$ cat src/rtl/if_fetch_queue.sv
`default_nettype none
// ============================================================================
// Module   : if_fetch_queue
// Purpose  : Instruction-fetch front end. Issues word fetches over a req/ack
//            handshake, buffers {pc+4, instr} in a small FIFO for decode and
//            flushes/restarts on a branch or jump redirect.
// Revision : 1.0  initial release
// ============================================================================
module if_fetch_queue #(
    parameter int          DEPTH    = 4,
    parameter logic [31:0] RESET_PC = 32'h0
) (
    input  logic                       clk_i,
    input  logic                       rst_i,
    output logic                       imem_req_o,
    output logic [31:0]                imem_addr_o,
    input  logic                       imem_ack_i,
    input  logic [31:0]                imem_data_i,
    input  logic                       redirect_i,
    input  logic [31:0]                redirect_pc_i,
    input  logic                       stall_i,
    output logic                       instr_valid_o,
    output logic [31:0]                instr_o,
    output logic [31:0]                pc_plus4_o,
    output logic [$clog2(DEPTH):0]     count_o
);

    localparam int          PW         = $clog2(DEPTH);
    localparam int          CW         = $clog2(DEPTH) + 1;
    localparam logic [CW-1:0] C_DEPTH  = CW'(DEPTH);
    localparam logic [31:0] C_WORD_MSK = 32'hFFFF_FFFC;
    localparam logic [31:0] C_RST_PC   = RESET_PC & C_WORD_MSK;

    logic [31:0]   r_fetch_pc;
    logic [PW-1:0] r_rd_ptr;
    logic [PW-1:0] r_wr_ptr;
    logic [CW-1:0] r_count;
    logic [31:0]   r_instr [DEPTH];
    logic [31:0]   r_pc4   [DEPTH];

    logic          w_full;
    logic          w_empty;
    logic          w_req;
    logic          w_push;
    logic          w_pop;
    logic [31:0]   w_next_pc;

    assign w_full    = (r_count == C_DEPTH);
    assign w_empty   = (r_count == '0);
    // Full blocks the request even when a pop happens in the same cycle.
    assign w_req     = !rst_i && !redirect_i && !w_full;
    assign w_push    = w_req && imem_ack_i;
    assign w_pop     = !w_empty && !stall_i && !redirect_i;
    assign w_next_pc = r_fetch_pc + 32'd4;

    always_ff @(posedge clk_i or posedge rst_i) begin
        if (rst_i) begin
            r_fetch_pc <= C_RST_PC;
            r_rd_ptr   <= '0;
            r_wr_ptr   <= '0;
            r_count    <= '0;
            for (int i = 0; i < DEPTH; i++) begin
                r_instr[i] <= '0;
                r_pc4[i]   <= '0;
            end
        end else if (redirect_i) begin
            r_fetch_pc <= redirect_pc_i & C_WORD_MSK;
            r_rd_ptr   <= '0;
            r_wr_ptr   <= '0;
            r_count    <= '0;
        end else begin
            if (w_push) begin
                r_instr[r_wr_ptr] <= imem_data_i;
                r_pc4[r_wr_ptr]   <= w_next_pc;
                r_wr_ptr          <= r_wr_ptr + 1'b1;
                r_fetch_pc        <= w_next_pc;
            end
            if (w_pop) begin
                r_rd_ptr <= r_rd_ptr + 1'b1;
            end
            case ({w_push, w_pop})
                2'b10:   r_count <= r_count + 1'b1;
                2'b01:   r_count <= r_count - 1'b1;
                default: r_count <= r_count;
            endcase
        end
    end

    assign imem_req_o    = w_req;
    assign imem_addr_o   = r_fetch_pc;
    assign instr_valid_o = !w_empty;
    assign instr_o       = r_instr[r_rd_ptr];
    assign pc_plus4_o    = r_pc4[r_rd_ptr];
    assign count_o       = r_count;

endmodule
`default_nettype wire

$ cat config.mk
export PLATFORM = sky130hd
export DESIGN_NAME = if_fetch_queue
export DESIGN_NICKNAME = d
export VERILOG_FILES = /design/src/rtl/if_fetch_queue.sv
export SDC_FILE = /design/constraint.sdc
export NUM_CORES = 1
export LEC_CHECK = 0
export CAP_MARGIN = 20
export CELL_PAD_IN_SITES_DETAIL_PLACEMENT = 0
export CELL_PAD_IN_SITES_GLOBAL_PLACEMENT = 2
export CORE_ASPECT_RATIO = 0.6
export CORE_MARGIN = 2
export CORE_UTILIZATION = 38
export CTS_BUF_LIST = sky130_fd_sc_hd__clkbuf_4 sky130_fd_sc_hd__clkbuf_8 sky130_fd_sc_hd__clkbuf_16
export DETAILED_ROUTE_END_ITERATION = 16
export GPL_TIMING_DRIVEN = 0
export PLACE_DENSITY = 0.92
export SYNTH_ARGS = -nofsm -noshare
export SYNTH_HDL_FRONTEND = slang
export SYNTH_SLANG_ARGS = --single-unit
$ cat constraint.sdc
create_clock -name clk_i -period 11.9 [get_ports clk_i]
set_clock_uncertainty 0.15 [all_clocks]
set_input_delay 2.38 -clock clk_i [delete_from_list [all_inputs] [get_ports clk_i]]
set_output_delay 2.38 -clock clk_i [all_outputs]
set_load 0.05 [all_outputs]
==> metrics <==
Max Fanout on Critical Path 3; CP Launch Type input pin; fmax 0.149 GHz; TritonCTS buffer count 28; pin count of the biggest net entering global routing 111; largest family of logic cells by synthesized area multiplexers; ys async rst share 100%; layout cells sized above 1 24.2%; Hold WS 330 ps; Synth Area in Simple Gates 9.66%; total power 4120 uW; Synth cell types 55; drt pass-1 iters 5; Setup WS pre-CTS 5210 ps; root buffer cell clkbuf_16; CP Data Required Time 9370 ps; hold wc startpoint r_pc4[77]; CTS tree yes; via count 9084; vias in the first global route 9386; fin crit period 6710 ps; Area Growth Syn to Fin 24.4%; nets 1301; H-tree levels 1; CORE AREA 0.0340 mm2; Detail Placement HPWL 26.7 mm; r2r startpoint imem_addr_o[3]; RD Place Congestion 0.875; Placed Area 0.0155 mm2; CTS resizes 0; Max IR drop VDD 0.000151 V; DRC viols 0; max cap viols 0; Yosys reg bits 285; Synth Area in XOR/XNOR 2.50%; worst reg2reg setup slack 8960 ps; GRT Util Overall 20.9%; Most used DFF post-synth dfrtp_1; hold worst-path end r_pc4[77]; mux contribution to synthesized area 22.7%; post-route ant nets 0; RSZ-0062 raised after global routing no; leading post-synthesis cells by cell area dfrtp_1 (54%), mux4_2 (11%), mux2_2 (9.0%), nand2_1 (4.6%), o21ai_0 (3.6%); Die Wd 245 um; power density over the cells 251 mW/mm2; 1st-iter DRT viols 635; WP data arrival 4180 ps; crit path from rst_i; Post-synth EDFFs 0; clock latency on the worst-skew pair 560 ps; Hold Path Stages 2; vias per std cell 5.32; Cells after Synth 1029; Crit Path Class input pin to output pin; site row count 52; input/output buffers 162; post-synthesis compound-gate area fraction 6.88%; Leak 0.00709 uW; status finished clean; Final Max Slew Viols 0; antenna violations before repair 1; warnings from Yosys 0; CTS Sinks 285; worst reg2reg path depth 6; CTS max path bufs 3; min-delay worst type flip-flop to flip-flop; # diodes 0; reg2reg end r_pc4[84]; Final Setup Violations 0; Final Cycle Share 56.4%; final instance area 0.0164 mm2; post-synthesis sequential area ratio 54.1%; DIE HEIGHT 148 um; die area 0.0363 mm2; effective utilization at floorplan 38.8%; post-CTS setup repair buffer count 0; GR Overflow Total 0; share of the synthesized area in the top cell type 54.1%; post-synthesis adder-cell area fraction 0.626%; WL per Instance 21.8 um; crit end category output pin; worst-margin pin slew 842 ps; final worst setup slack 5190 ps; first-pass GRT wire length 57.8 mm; synthesized area 0.0132 mm2; Rel. slew slack 43.9%; clock-pin slew on the worst setup and hold paths 60 ps; CTS Hold Buffers Added 0; Fin. Hold Viols 0; WL final 37.2 mm; num ports 170; Syn Area/Cell 12.8 um2; largest area contributor in the netlist dfrtp_1
==> power breakdown <==
part	switching [uW]	internal, uW	total, uW	leakage [uW]
Combinational	1060	713	1780	0.00288
Sequential	163	1260	1420	0.00372
Clock	385	533	918	0.000484
==> worst max-delay path by stage <==
stage                     slack, ps               to  cells past startpoint
after global placement        -3500  imem_addr_o[22]                      5
final                          5190       imem_req_o                      4
after floorplan                1200       count_o[2]                      9
after global routing           5110       imem_req_o                      4
after detailed placement       5210       imem_req_o                      4
after CTS                      5190       imem_req_o                      4
==> synth_stat cells, types with 4 or more instances <==
| cell | n |
|---|---|
| and2_1 | 4 |
| buf_2 | 35 |
| buf_4 | 10 |
| buf_6 | 11 |
| clkbuf_1 | 14 |
| dfrtp_1 | 285 |
| ha_1 | 5 |
| inv_1 | 8 |
| mux2_1 | 34 |
| mux2_2 | 106 |
| mux4_2 | 62 |
| nand2_1 | 160 |
| nand3_1 | 12 |
| nand3_2 | 4 |
| nand4_1 | 9 |
| nor2_1 | 21 |
| nor2b_1 | 11 |
| nor3_1 | 4 |
| o211ai_1 | 4 |
| o21ai_0 | 94 |
| o21ai_1 | 35 |
| o221ai_1 | 5 |
| o311ai_1 | 7 |
| xnor2_1 | 16 |
| xor2_1 | 18 |
==> logic make-up (layout without fill, tap and decap cells) <==
logic type,Yosys count,count (layout)
adder cells (fa/ha/maj),6,6
AO/OA/AOI/OAI,161,161
flip-flops,285,285
AND/OR/NAND/NOR,255,255
other,1,4
multiplexers,204,204
XOR/XNOR,36,36
buffers and inverters,81,296
==> worst max-delay path, cell delays in order <==
cell	delay, ps
clkdlybuf4s50_1	510
nor2_1	310
and2_1	180
clkdlybuf4s50_1	800
==> sequential cells by signal, indices dropped and copies added (netlist names) <==
register / cells
r_instr: 128
r_rd_ptr: 2
count_o: 3
imem_addr_o: 30
r_wr_ptr: 2
r_pc4: 120
==> final cells by class <==
cell class | instances | area, um2
fillers | 3058 | 17500
flip-flops and latches | 285 | 7130
multi-input cells | 666 | 5600
repair buffers | 164 | 1680
clock buffers | 46 | 892
well taps | 459 | 574
plain buffers | 73 | 438
clock inverters | 5 | 61.3
inverters | 8 | 37.5
==> through the flow <==
stage | setup TNS, ps | std cells | util (%)
floorplan | 0 | 1032 | -
global placement | -676260 | 1653 | 45.3
detailed placement | 0 | 1655 | 45.5
CTS | 0 | 1706 | 48.3
global route | 0 | 1706 | 48.3
finish | 0 | 1706 | 48.3
==> routing by layer <==
| metal | track usage, % | up-vias | wire, um | part of all wire [%] |
|---|---|---|---|---|
| met2 | 30.7 | 230 | 16000 | 43 |
| met5 | 0 | - | 11 | 0.030 |
| li1 | - | 4094 | - | - |
| met4 | 2.68 | 2 | 445 | 1.2 |
| met1 | 32.8 | 4724 | 18600 | 50 |
| met3 | 3.79 | 34 | 2170 | 5.8 |
==> layout by cell type (no fill, tap or decap), types with 12 or more instances in the layout <==
cell	n
clkbuf_1	14
buf_2	35
clkbuf_16	28
mux2_1	34
nand3_1	12
nand2_1	160
dfrtp_1	285
o21ai_0	94
o21ai_1	35
xor2_1	18
mux2_2	106
clkdlybuf4s50_1	162
xnor2_1	16
mux4_2	62
nor2_1	21
Power figures use the tool's default switching activity.
